--- src/rtl/zxb_mem_arbiter.sv ---
// zxb_mem_arbiter: shares one external 8-bit async SRAM between the ZX bus
// decoder and a host port. ZX has priority; a starvation counter guarantees
// the host a slot after STARVE_MAX consecutive ZX grants.
//
// state  | meaning
// IDLE   | no access in flight, arbitrating each cycle
// SETUP  | address (and write data) presented, strobes high
// ACCESS | oe_n or we_n low for WS cycles, last edge captures read data
// HOLD   | strobes high, bus held, completion strobe to the granted side
// DONE   | data bus released, wait for the granted side to drop its req
module zxb_mem_arbiter #(
    parameter int AW         = 19,
    parameter int WS         = 2,
    parameter int STARVE_MAX = 4
) (
    input  logic          clk,
    input  logic          reset,
    input  logic          zx_req,
    input  logic          zx_rnw,
    input  logic [15:0]   zx_addr,
    input  logic [AW-17:0] zx_page,
    input  logic [7:0]    zx_wdata,
    output logic [7:0]    zx_rdata,
    output logic          zx_stb,
    input  logic          host_req,
    input  logic          host_rnw,
    input  logic [AW-1:0] host_addr,
    input  logic [7:0]    host_wdata,
    output logic [7:0]    host_rdata,
    output logic          host_ack,
    output logic [AW-1:0] sram_addr,
    output logic [7:0]    sram_dout,
    input  logic [7:0]    sram_din,
    output logic          sram_dir,
    output logic          sram_oe_n,
    output logic          sram_we_n,
    output logic          busy,
    output logic          gnt_host
);

    localparam logic [2:0] S_IDLE   = 3'd0;
    localparam logic [2:0] S_SETUP  = 3'd1;
    localparam logic [2:0] S_ACCESS = 3'd2;
    localparam logic [2:0] S_HOLD   = 3'd3;
    localparam logic [2:0] S_DONE   = 3'd4;

    localparam int WSW = (WS > 1) ? $clog2(WS) : 1;
    localparam int STW = $clog2(STARVE_MAX + 1);
    localparam logic [WSW-1:0] WS_LAST    = WSW'(WS - 1);
    localparam logic [STW-1:0] STARVE_TOP = STW'(STARVE_MAX);

    logic [2:0]     state_q, state_d;
    logic [WSW-1:0] ws_q, ws_d;
    logic [STW-1:0] starve_q, starve_d;
    logic           rnw_q, rnw_d;
    logic           gnt_q, gnt_d;
    logic [AW-1:0]  addr_q, addr_d;
    logic [7:0]     dout_q, dout_d;
    logic           dir_q, dir_d;
    logic           oe_n_q, oe_n_d;
    logic           we_n_q, we_n_d;
    logic           zx_stb_q, zx_stb_d;
    logic           host_ack_q, host_ack_d;
    logic [7:0]     zx_rdata_q, zx_rdata_d;
    logic [7:0]     host_rdata_q, host_rdata_d;
    logic           busy_q, busy_d;

    // Next-state and next-output computation; every output is a register
    // loaded from its _d value so the SRAM pins are glitch-free.
    always_comb begin
        state_d      = state_q;
        ws_d         = ws_q;
        starve_d     = host_req ? starve_q : '0;
        rnw_d        = rnw_q;
        gnt_d        = gnt_q;
        addr_d       = addr_q;
        dout_d       = dout_q;
        dir_d        = dir_q;
        oe_n_d       = oe_n_q;
        we_n_d       = we_n_q;
        zx_stb_d     = 1'b0;
        host_ack_d   = 1'b0;
        zx_rdata_d   = zx_rdata_q;
        host_rdata_d = host_rdata_q;

        case (state_q)
            S_IDLE: begin
                if (host_req && (!zx_req || starve_q == STARVE_TOP)) begin
                    state_d  = S_SETUP;
                    gnt_d    = 1'b1;
                    rnw_d    = host_rnw;
                    addr_d   = host_addr;
                    dout_d   = host_wdata;
                    dir_d    = !host_rnw;
                    starve_d = '0;
                end else if (zx_req) begin
                    state_d  = S_SETUP;
                    gnt_d    = 1'b0;
                    rnw_d    = zx_rnw;
                    addr_d   = {zx_page, zx_addr};
                    dout_d   = zx_wdata;
                    dir_d    = !zx_rnw;
                    if (host_req && starve_q != STARVE_TOP)
                        starve_d = starve_q + STW'(1);
                end
            end
            S_SETUP: begin
                state_d = S_ACCESS;
                ws_d    = '0;
                oe_n_d  = !rnw_q;
                we_n_d  = rnw_q;
            end
            S_ACCESS: begin
                if (ws_q == WS_LAST) begin
                    state_d = S_HOLD;
                    ws_d    = '0;
                    oe_n_d  = 1'b1;
                    we_n_d  = 1'b1;
                    if (gnt_q) begin
                        host_ack_d = 1'b1;
                        if (rnw_q)
                            host_rdata_d = sram_din;
                    end else begin
                        zx_stb_d = 1'b1;
                        if (rnw_q)
                            zx_rdata_d = sram_din;
                    end
                end else begin
                    ws_d = ws_q + WSW'(1);
                end
            end
            S_HOLD: begin
                state_d = S_DONE;
                dir_d   = 1'b0;
            end
            S_DONE: begin
                // A still-held request is never re-granted; it must drop first.
                if (gnt_q ? !host_req : !zx_req)
                    state_d = S_IDLE;
            end
            default: begin
                state_d = S_IDLE;
                oe_n_d  = 1'b1;
                we_n_d  = 1'b1;
                dir_d   = 1'b0;
            end
        endcase

        busy_d = (state_d != S_IDLE);
    end

    // State and output registers with synchronous reset; reset abandons any
    // access in flight without issuing a completion strobe.
    always_ff @(posedge clk) begin
        if (reset) begin
            state_q      <= S_IDLE;
            ws_q         <= '0;
            starve_q     <= '0;
            rnw_q        <= 1'b1;
            gnt_q        <= 1'b0;
            addr_q       <= '0;
            dout_q       <= '0;
            dir_q        <= 1'b0;
            oe_n_q       <= 1'b1;
            we_n_q       <= 1'b1;
            zx_stb_q     <= 1'b0;
            host_ack_q   <= 1'b0;
            zx_rdata_q   <= '0;
            host_rdata_q <= '0;
            busy_q       <= 1'b0;
        end else begin
            state_q      <= state_d;
            ws_q         <= ws_d;
            starve_q     <= starve_d;
            rnw_q        <= rnw_d;
            gnt_q        <= gnt_d;
            addr_q       <= addr_d;
            dout_q       <= dout_d;
            dir_q        <= dir_d;
            oe_n_q       <= oe_n_d;
            we_n_q       <= we_n_d;
            zx_stb_q     <= zx_stb_d;
            host_ack_q   <= host_ack_d;
            zx_rdata_q   <= zx_rdata_d;
            host_rdata_q <= host_rdata_d;
            busy_q       <= busy_d;
        end
    end

    assign sram_addr  = addr_q;
    assign sram_dout  = dout_q;
    assign sram_dir   = dir_q;
    assign sram_oe_n  = oe_n_q;
    assign sram_we_n  = we_n_q;
    assign zx_stb     = zx_stb_q;
    assign host_ack   = host_ack_q;
    assign zx_rdata   = zx_rdata_q;
    assign host_rdata = host_rdata_q;
    assign busy       = busy_q;
    assign gnt_host   = gnt_q;

endmodule

--- config.mk ---
export PLATFORM = sky130hd
export DESIGN_NAME = zxb_mem_arbiter
export DESIGN_NICKNAME = d
export VERILOG_FILES = /design/src/rtl/zxb_mem_arbiter.sv
export SDC_FILE = /design/constraint.sdc
export NUM_CORES = 1
export LEC_CHECK = 0
export CORE_UTILIZATION = 42
export DETAILED_ROUTE_END_ITERATION = 7
export PLACE_DENSITY = 0.8
export REMOVE_ABC_BUFFERS = 1
export SYNTH_ARGS = -nofsm -noshare
export SYNTH_HDL_FRONTEND = slang
export SYNTH_SLANG_ARGS = --single-unit
--- constraint.sdc ---
create_clock -name clk -period 2 [get_ports clk]
set_clock_uncertainty 0.1 [all_clocks]
set_input_delay 0.4 -clock clk [delete_from_list [all_inputs] [get_ports clk]]
set_output_delay 0.4 -clock clk [all_outputs]
set_load 0.005 [all_outputs]
* Word-level counts from Yosys, hierarchy flattened *
Index checks and enable logic that the tools add are counted.

operators by class
  shift operators = 0
  magnitude comparators = 0
  $mul = 0
  divide/modulo/power cells = 0
  reduce and logical (&&, ||, !) cells = 20
  bitwise logic cells = 5
  equal/unequal tests = 8
  add/subtract/negate cells = 2
  mux-type cells = 29

operator list
  kind                                                  number
  two-way mux 19 bit                                    2
  two-way mux 3 bit                                     9
  two-way mux 8 bit                                     2
  one-hot mux 3 bit (5 select lines)                    1
  two-way mux 1 bit                                     11
  OR reduction 3 bit                                    3
  AND reduction 4 bit                                   2
  equality test 3 x 2 -> 1 bit (second input constant)  2
  equality test 3 bit (second input constant)           2
  inequality test 3 bit (second input constant)         2
  one-hot mux 1 bit (3 select lines)                    2
  AND reduction 2 bit                                   3
  zero test 1 bit                                       5
  inverter 1 bit                                        5
  one-hot mux 1 bit (2 select lines)                    2
  nonzero test 2 bit                                    2
  adder 3 x 1 -> 3 bit (second input constant)          1
  equality test 3 x 1 -> 1 bit (second input constant)  1
  zero test 3 bit                                       1
  nonzero test 3 bit                                    1
  logical AND 1 bit                                     2
  inequality test 2 bit (second input constant)         1
  adder 1 bit (second input constant)                   1
  logical OR 1 bit                                      1

word-level totals
  bits in read-only memories = 0
  memories = 0
  memory bits (writable) = 0
  flip-flop bits (word level) = 58
  word-level logic and storage cells = 79
  bits in latches = 0

* Longest topological paths before layout *
Gate-level depths: netlist of run 1.

  depth in word-level cells = 6
  mapped depth = 7
  mapped depth without buffers = 5

* Worst setup path before layout of run 1 *
Ideal clock, no wire load.

  kind = flip-flop to flip-flop
  start = reg starve_q[0]
  end = reg addr_q[10], in the netlist sram_addr[10]
  setup slack = 0.361 ns
  cell stages (with the launch flop) = 8
  arrival = 1.448 ns
  clock period less this slack = 1.639 ns
  data required time = 1.809 ns
  setup time = 0.091 ns
  path through = dfxtp_1 inv_1 ha_1 a21boi_1 buf_2 buf_2 o21ai_1 a311oi_1

between the ends
  longest elaborated chain between the ends = 5
  elaborated cells between the ends (all ways) = 6

RTL lines
  what                           RTL line  RTL
  from (decl)                    54        logic [STW-1:0] starve_q, starve_d;
  from (signal assigned)         174       starve_q <= starve_d;
  equality test 3 bit *          88        if (host_req && (!zx_req || starve_q == STARVE_TOP)) begin
  logical OR 1 bit *             88
  logical AND 1 bit *            88
  nonzero test 2 bit (no line)   -
  AND reduction 2 bit (no line)  -
  to (signal assigned)           177       addr_q <= addr_d;
  to (decl)                      57        logic [AW-1:0] addr_q, addr_d;

Mark *: on every way between the ends. The rest lies on a longest branch, timed or not.
A chain may end at the register's enable or synchronous reset.

* Worst setup path after layout of run 1 *
  start = reg state_q[2]
  end = reg addr_q[9], in the netlist sram_addr[9]

between the ends
  longest elaborated chain between the ends = 2

RTL lines
  what                           RTL line  RTL
  from (decl)                    52        logic [2:0] state_q, state_d;
  from (signal assigned)         172       state_q <= state_d;
  zero test 3 bit                86        case (state_q)
  AND reduction 2 bit (no line)  -

Every way passes these cells.

==> results of run 1 <==
[synth_stat cells (4+ instances only)]
library cell,count
dfxtp_1,58
mux2i_1,16
buf_2,12
clkbuf_1,18
nor3_1,5
nand3_1,33
a21oi_1,34
o21ai_1,28
o21ai_0,6
nand2b_1,26
nand2_1,4
a311oi_1,27
nor2_1,8
inv_1,7
[path summary, 6_finish.rpt]
check,start,end,depth (start not counted)
setup / recovery,state_q[2]$_SDFF_PP0_,sram_addr[9]$_SDFFE_PP0P_,3
hold / removal,zx_rdata[3]$_SDFFE_PP0P_,zx_rdata[3]$_SDFFE_PP0P_,2
setup reg to reg,state_q[2]$_SDFF_PP0_,sram_addr[9]$_SDFFE_PP0P_,3
hold reg to reg,zx_rdata[3]$_SDFFE_PP0P_,zx_rdata[3]$_SDFFE_PP0P_,2
[per-stage QoR]
step                      cell area, µm²  utilization  hold WS [ps]
after floorplan                     2600            -           349
after global placement              4050        0.641           360
after detailed placement            4050        0.641           373
after CTS                           4300        0.681           383
after global routing                4300        0.681           399
final                               4300        0.681           377
[cells by family after synthesis]
group                    share of synthesized area
AO/OA/AOI/OAI                                0.250
XOR/XNOR                                   0.00320
adder cells (fa/ha/maj)                    0.00914
buffers and inverters                       0.0617
flip-flops                                   0.424
multiplexers                                0.0626
AND/OR/NAND/NOR                              0.189
[final cells by class]
class	instances	area, µm²	share of cell area
clock buffer	12	155	0.0361
inverter	9	33.8	0.00785
multi-input combinational	219	1420	0.329
sequential	58	1160	0.270
tap	77	96.3	0.0224
timing repair buffer	137	1340	0.312
clock inverter	4	97.6	0.0227
[registers in the layout, indices dropped and copies added, names as in the netlist, 3 cells and up]
signal      count
sram_addr      19
sram_dout       8
starve_q        3
zx_rdata        8
host_rdata      8
state_q         3
[worst max-delay path, stage by stage, from the launching register on]
cell and delay (ps):
dfxtp_1 390, or3_1 480, nor2_4 570, a311oi_1 210
[power groups by stage]
stage	Sequential [W]	Clock [W]	Combinational, W
6_report	0.00139	0.00137	0.00100
3_3_place_gp	0.00141	0	0.000973
2_1_floorplan	0.00142	0	0.000407
5_1_grt	0.00141	0.00144	0.00108
4_1_cts	0.00139	0.00138	0.000997
3_5_place_dp	0.00142	0	0.000991
[layer usage]
layer  part of all wire  up-vias  global-route usage
met4              0.015        0              0.0983
li1                   -     1402                   -
met2               0.47      113               0.407
met1               0.44     1373               0.296
met3              0.073       11              0.0670
met5                  0        -                   0
==> impl_metrics.csv, run 1 <==
group,metric,value,unit
outcome,run_status,"finished, final reports clean",
drt,dr.pass1.iters,4,
critical_path,cp_max_fo,28,
critical_path,cp_data_required_time,2070,ps
timing,hold_viol,0,
placed_design,dpl.cell_count,500,
critical_path,r2r_slack,80,ps
synth,synth-warning-count,0,
synth,syn_inst,318,
floorplanning,die_w,82.7,µm
critical_path,startpoint_type,"flop",
finish,nNetsFinal,504,
placed_design,dpl_worst_slack,-141,ps
power_and_ir_drop,clockPowerShare,0.364,
synth,synthesis.area,2740,µm²
drt,drt_iter0_markers,209,
flow_run,drv_cap,0,
power_and_ir_drop,combinationalPowerShare,0.266,
global_route,antenna_found_initial,0,
floorplanning,io_pins,118,
critical_path,endpoint_kind,"flop",
synth,synth-main-ff-cell,"dfxtp_1",
power_and_ir_drop,internal-power,0.00275,W
power_and_ir_drop,ir_drop,582,µV
clock_tree,post_cts_buffers,0,
global_route,grt_max_degree,37,
finish,area_growth,57.1,%
synth,syn_avg_cell_area,8.61,µm²
synth,synth_seq_cells,58,
global_route,gr-usage-all-layers,0.244,
clock_tree,cts_sinks,58,
timing,fmax,521,MHz
timing,fin_crit_sh,0.960,
floorplanning,die_area,6850,µm²
finish,fin_cells,516,
clock_tree,cts_buffer_depth,2,
timing,worst_slack,80.1,ps
clock_tree,cts_root_buf,"clkbuf_8",
synth,synth_top_area_share,0.424,
timing,period_needed,1920,ps
synth,synth_edf_count,0,
min_path,hold_path_class,"reg2reg",
finish,drive_above_1_share,0.100,
placed_design,gp_congestion,0.763,
placed_design,post-dp-hpwl,5840,µm
drt,final_antenna_net_count,0,
timing,drv_slew,0,
clock_tree,htree_levels,3,
synth,ys_top_cells_by_area,"dfxtp_1 42%, a311oi_1 8.6%, a21oi_1 6.2%",
timing,slew-limit-headroom,0.556,
finish,n_antenna_cell,0,
floorplanning,placementRows,29,
clock_tree,cts_hold_buf,0,
finish,final_cell_mix,"116 x clkdlybuf4s50_1, 58 x dfxtp_1, 34 x a21oi_1, 33 x nand3_1, 28 x o21ai_1",
global_route,grt_overflow_total,0,
synth,seq_area_frac_synth,0.424,
drt,viasPerCell,5.62,
drt,wl,8220,µm
drt,dr_total_vias,2899,
drt,wl_per_cell,15.9,µm
power_and_ir_drop,p_seq_frac,0.370,
critical_path,criticalPathCategory,"reg2reg",
clock_tree,numCtsBuffers,9,
floorplanning,initial_utilization,0.434,
clock_tree,postCtsResizedCells,0,
timing,rsz0062_at_grt,"no",
clock_tree,tritoncts,"built",
clock_tree,clock_latency,340,ps
timing,setup_violations,0,
power_and_ir_drop,p_sw,0.00102,W
synth,synth_cell_types,40,
power_and_ir_drop,swShare,0.270,
global_route,grt_pass1_wl,12500,µm
timing,tightestPinTransition,665,ps
clock_tree,cts.clk_slew.worst_paths,70,ps
finish,fillers,517,
power_and_ir_drop,p_leak,1.57,nW
finish,final_common_cell,"clkdlybuf4s50_1",
global_route,grt_pass1_vias,2682,
drt,drc_errors,0,
timing,finalSetupTns,0,ps
floorplanning,die_h,82.7,µm
synth,yosys.area.top_type,"dfxtp_1",
power_and_ir_drop,finalPower,0.00376,W
placed_design,io_buffers,117,
power_and_ir_drop,p_per_area,875,nW/µm²
critical_path,arrival,1990,ps
floorplanning,core,6310,µm²
synth,synthArstFlopShare,0,
No activity file was read; power rests on OpenSTA's default activity.
==> run 2, diff against run 1 <==
--- a/config.mk
+++ b/config.mk
@@ -5,10 +5,12 @@
 export SDC_FILE = /design/constraint.sdc
 export NUM_CORES = 1
 export LEC_CHECK = 0
-export CORE_UTILIZATION = 42
+export CORE_UTILIZATION = 44
+export CTS_BUF_LIST = sky130_fd_sc_hd__clkbuf_4
 export DETAILED_ROUTE_END_ITERATION = 7
-export PLACE_DENSITY = 0.8
+export PLACE_DENSITY = 0.83
 export REMOVE_ABC_BUFFERS = 1
+export SLEW_MARGIN = 0
 export SYNTH_ARGS = -nofsm -noshare
 export SYNTH_HDL_FRONTEND = slang
 export SYNTH_SLANG_ARGS = --single-unit
==> run 2 against run 1 <==
Against the previous run:
- register-to-register slack got worse by 50 ps
- clock power fell by 42%
- wire length fell by 2.1%
- sequential share of layout area rose by 0.60 points
- critical endpoint is now sram_addr[1]$_SDFFE_PP0P_
==> impl_metrics.csv, run 2 (same netlist as run 1, synthesis figures left out) <==
group,metric,value,unit
clock_tree,numCtsBuffers,9,
drt,wl_per_cell,15.6,µm
power_and_ir_drop,p_per_area,759,nW/µm²
finish,final_cell_mix,"116 x clkdlybuf4s50_1, 57 x dfxtp_1, 34 x a21oi_1, 33 x nand3_1, 28 x o21ai_1",
timing,holdWs,377,ps
timing,slew-limit-headroom,0.551,
critical_path,arrival,2110,ps
critical_path,criticalPathCategory,"reg2reg",
finish,final_common_cell,"clkdlybuf4s50_1",
timing,hold_viol,0,
finish,fin_area,4210,µm²
floorplanning,placementRows,28,
floorplanning,die_h,80.9,µm
critical_path,cp_data_required_time,2140,ps
timing,drv_slew,0,
outcome,run_status,"finished, final reports clean",
timing,fmax,508,MHz
floorplanning,initial_utilization,0.460,
critical_path,r2r_slack,30,ps
global_route,grt_pass1_vias,2711,
clock_tree,htree_levels,3,
flow_run,drv_cap,0,
drt,wl,8040,µm
clock_tree,cts_root_buf,"clkbuf_4",
power_and_ir_drop,p_leak,1.53,nW
clock_tree,post_cts_buffers,0,
placed_design,io_buffers,117,
min_path,hold_path_class,"reg2reg",
placed_design,gp_congestion,0.808,
critical_path,r2r_cells,3,
floorplanning,core,5960,µm²
clock_tree,tritoncts,"built",
floorplanning,die_area,6540,µm²
finish,drive_above_1_share,0.0979,
placed_design,post-dp-hpwl,5650,µm
timing,rsz0062_at_grt,"no",
global_route,grt_overflow_total,0,
clock_tree,cts_buffer_depth,2,
drt,final_antenna_net_count,0,
timing,finalSetupTns,0,ps
drt,drt_iter0_markers,141,
critical_path,endpoint_kind,"flop",
floorplanning,io_pins,118,
finish,n_antenna_cell,0,
power_and_ir_drop,ir_drop,471,µV
timing,period_needed,1970,ps
drt,dr.pass1.iters,5,
min_path,holdPathEnd,"zx_rdata[2]$_SDFFE_PP0P_",
global_route,antenna_found_initial,0,
global_route,gr-usage-all-layers,0.242,
placed_design,placed_area,4080,µm²
critical_path,r2r-end,"sram_addr[1]$_SDFFE_PP0P_",
drt,dr_total_vias,2875,
floorplanning,die_w,80.9,µm
clock_tree,cts.clk_slew.worst_paths,100,ps
min_path,worstHoldStart,"zx_rdata[2]$_SDFFE_PP0P_",
timing,tightestPinTransition,672,ps
critical_path,startpoint_type,"flop",
finish,largest_reg_flops,19,
finish,area_growth,53.9,%
global_route,grt_pass1_wl,12100,µm
clock_tree,clock_latency,390,ps
finish,nNetsFinal,505,
clock_tree,cts_hold_buf,0,
finish,fillers,482,
drt,drc_errors,0,
drt,viasPerCell,5.59,
global_route,grt_max_degree,39,
timing,fin_crit_sh,0.984,
critical_path,r2r-start,"state_q[0]$_SDFF_PP0_",
critical_path,cp_max_fo,14,
min_path,hold_depth,2,
clock_tree,cts_sinks,58,
timing,setup_violations,0,
==> run 2: cell count changes in the layout (fill, tap and decap cells not counted), sizes merged <==
cell	delta
clkinvlp	-1
nor2	+1
clkbuf	-2
bufinv	-2
clkinv	+4
==> run 2: critical path, stage by stage, from the launching register on <==
cell	delay (ps)
dfxtp_1	400
or3_1	550
nor2_2	590
a311oi_1	180
==> run 2: how the worst max path moves through the flow <==
stage	from	to
2_1_floorplan	state_q[0]$_SDFF_PP0_	sram_addr[0]$_SDFFE_PP0P_
3_3_place_gp	host_req	sram_addr[11]$_SDFFE_PP0P_
3_5_place_dp	host_req	sram_addr[18]$_SDFFE_PP0P_
4_1_cts	gnt_host$_SDFFE_PP0P_	gnt_host
5_1_grt	state_q[0]$_SDFF_PP0_	sram_addr[1]$_SDFFE_PP0P_
6_report	state_q[0]$_SDFF_PP0_	sram_addr[1]$_SDFFE_PP0P_
==> run 2: routing by layer <==
metal / part of all wire / up-vias / global-route usage / wire [µm]
met1: 0.42 / 1319 / 0.283 / 3370
met4: 0.022 / 0 / 0.141 / 177
met5: 0 / - / 0 / 0
met3: 0.071 / 16 / 0.0449 / 572
met2: 0.49 / 130 / 0.413 / 3930
li1: - / 1410 / - / -
==> run 2: timing repair <==
| action | 4_1_cts | 5_1_grt |
|---|---|---|
| endpoints found under the setup margin | 0 | 8 |
| hold endpoints to repair | 0 | 0 |
| gates resized for setup | 0 | 1 |
==> run 2: cell type report <==
type | count | area (µm²) | share of cell area
well taps | 75 | 93.8 | 0.0223
clock inverters | 5 | 46.3 | 0.0110
multi-input cells | 220 | 1420 | 0.338
flip-flops and latches | 58 | 1160 | 0.276
inverters | 9 | 33.8 | 0.00802
clock buffers | 10 | 75.1 | 0.0178
repair buffers | 137 | 1380 | 0.327
==> run 2: stage by stage <==
stage           util  cells  total power (W)  setup WS [ps]
4_1_cts        0.706    513          0.00319           4.39
6_report       0.707    514          0.00320           32.7
3_3_place_gp   0.686    498          0.00239          -58.6
5_1_grt        0.707    514          0.00336           17.4
2_1_floorplan      -    286          0.00183           -631
3_5_place_dp   0.686    498          0.00241           -113
==> run 2: power by group <==
part	switching [W]	internal (W)	leakage [nW]
Combinational	0.000451	0.000560	0.986
Sequential	0.0000974	0.00130	0.476
Clock	0.000419	0.000375	0.0688
Total	0.000967	0.00223	1.53
==> run 3, diff against run 2 <==
==> constraint.sdc (replaced) <==
create_clock -name clk -period 2.1 [get_ports clk]
set_clock_uncertainty 0.1 [all_clocks]
set_input_delay 0.42 -clock clk [delete_from_list [all_inputs] [get_ports clk]]
set_output_delay 0.42 -clock clk [all_outputs]
set_load 0.005 [all_outputs]
==> run 3 against run 2 <==
Against the previous run:
- global-route usage is 1.1 points higher
- final area down 1.2%
- clock-buffer cell count grew 2
- setup slack improved by 91 ps
- first-iteration DRC count grew 28%
- final cell count is 0.78% lower
- sequential cell count stayed put
- critical endpoint is now gnt_host
- combinational power fell by 7%
- largest power group unchanged
- register-to-register slack improved by 130 ps
==> impl_metrics.csv, run 3 (same netlist as run 1, synthesis figures left out) <==
group,metric,value,unit
outcome,run_status,"finished, final reports clean",
critical_path,slowest_stage,"clkdlybuf4s50_1",
drt,final_antenna_net_count,0,
placed_design,post-dp-hpwl,5730,µm
clock_tree,clock_latency,400,ps
drt,viasPerCell,5.60,
finish,final_cell_mix,"116 x clkdlybuf4s50_1, 58 x dfxtp_1, 34 x a21oi_1, 33 x nand3_1, 28 x o21ai_1",
critical_path,worstPathCellList,"clkdlybuf4s50_1",
critical_path,cp_max_fo,6,
global_route,grt_overflow_total,0,
placed_design,dpl_worst_slack,-59.8,ps
critical_path,endpoint_kind,"primary output",
floorplanning,initial_utilization,0.460,
drt,wl,8000,µm
global_route,gr-usage-all-layers,0.254,
critical_path,criticalPathCategory,"reg2out",
timing,finalSetupTns,0,ps
finish,final_common_cell,"clkdlybuf4s50_1",
finish,fillers,503,
clock_tree,post_cts_buffers,0,
finish,area_growth,52.0,%
power_and_ir_drop,internal-power,0.00215,W
critical_path,cp_data_required_time,1580,ps
timing,tightestPinTransition,644,ps
clock_tree,cts_root_buf,"clkbuf_4",
min_path,hold_path_class,"reg2reg",
min_path,worstHoldStart,"starve_q[1]$_SDFF_PP0_",
timing,slew-limit-headroom,0.570,
global_route,grt_pass1_wl,12600,µm
power_and_ir_drop,p_leak,1.51,nW
power_and_ir_drop,p_per_area,736,nW/µm²
finish,drive_above_1_share,0.0897,
drt,wl_per_cell,15.7,µm
finish,nNetsFinal,500,
clock_tree,postCtsResizedCells,0,
drt,wl_met1,3340,µm
drt,dr.pass1.iters,5,
timing,rsz0062_at_grt,"no",
placed_design,gp_congestion,0.834,
clock_tree,cts_hold_buf,0,
critical_path,critPathTopFamily,"buffers and inverters",
critical_path,max_stage_delay,570,ps
power_and_ir_drop,p_sw,0.000916,W
power_and_ir_drop,clockPowerShare,0.258,
timing,drv_slew,0,
flow_run,drv_cap,0,
floorplanning,die_w,80.9,µm
power_and_ir_drop,p_seq_frac,0.436,
critical_path,worstSetupStartpoint,"gnt_host$_SDFFE_PP0P_",
drt,drt_iter0_markers,181,
clock_tree,numCtsBuffers,9,
global_route,antenna_found_initial,0,
timing,fmax,506,MHz
clock_tree,htree_levels,3,
clock_tree,cts.clk_slew.worst_paths,90,ps
drt,dr_wl_met3,666,µm
timing,hold_viol,0,
placed_design,io_buffers,117,
finish,largest_reg_flops,19,
power_and_ir_drop,ir_drop,358,µV
global_route,grt_max_degree,32,
clock_tree,cts_buffer_depth,2,
drt,top_layer,"met4",
drt,dr_total_vias,2858,
timing,period_needed,1980,ps
floorplanning,core,5960,µm²
critical_path,arrival,1460,ps
clock_tree,tritoncts,"built",
timing,worst_slack,124,ps
critical_path,startpoint_type,"flop",
power_and_ir_drop,combinationalPowerShare,0.307,
floorplanning,die_h,80.9,µm
timing,fin_crit_sh,0.941,
floorplanning,placementRows,28,
power_and_ir_drop,swShare,0.299,
global_route,grt_pass1_vias,2670,
timing,setup_violations,0,
drt,detailroute.wirelength.met2,3860,µm
finish,n_antenna_cell,0,
critical_path,r2r-start,"state_q[2]$_SDFF_PP0_",
floorplanning,io_pins,118,
floorplanning,die_area,6540,µm²
drt,drc_errors,0,
clock_tree,cts_sinks,58,
critical_path,cp_num_buf_inv,1,
run 3: changes by cell type in the layout (fill, tap and decap cells not counted), sizes merged:
cell	delta
clkinv	-1
buf	-4
nor2	-1
clkbuf	+2
run 3: final cells by class:
cell class                 count  area (µm²)  share of cell area
multi-input combinational    219        1420               0.340
timing repair buffer         133        1320               0.318
clock buffer                  12        90.1              0.0216
tap                           75        93.8              0.0225
inverter                       9        33.8             0.00812
clock inverter                 4        42.5              0.0102
sequential                    58        1160               0.279
run 3: power by group through the flow:
stage | Sequential (W) | Clock (W) | Combinational (W)
floorplan | 0.00136 | 0 | 0.000388
finish | 0.00133 | 0.000789 | 0.000940
global route | 0.00135 | 0.000859 | 0.00103
detailed placement | 0.00135 | 0 | 0.000936
global placement | 0.00135 | 0 | 0.000912
CTS | 0.00133 | 0.000808 | 0.000939
run 3: final timing paths:
path / to / slack, ps / depth (start not counted)
worst max-delay path: gnt_host / 120 / 1
worst min-delay path: starve_q[1]$_SDFF_PP0_ / 380 / 2
worst min register to register: starve_q[1]$_SDFF_PP0_ / 380 / 2
worst max register to register: sram_addr[6]$_SDFFE_PP0P_ / 160 / 3
run 3: per-layer routing:
layer,GRT usage,vias to the layer above
met3,0.0831,15
met2,0.433,131
met1,0.295,1321
li1,-,1391
met4,0.0929,0
met5,0,-
run 3: stage by stage:
step | hold WS [ps] | std cells | power [W] | instance area, µm² | utilization
floorplan | 349 | 286 | 0.00174 | 2600 | -
global placement | 359 | 494 | 0.00226 | 4030 | 0.676
detailed placement | 365 | 494 | 0.00229 | 4030 | 0.676
finish | 375 | 510 | 0.00306 | 4160 | 0.699
global route | 401 | 510 | 0.00324 | 4160 | 0.699
CTS | 376 | 510 | 0.00308 | 4160 | 0.699
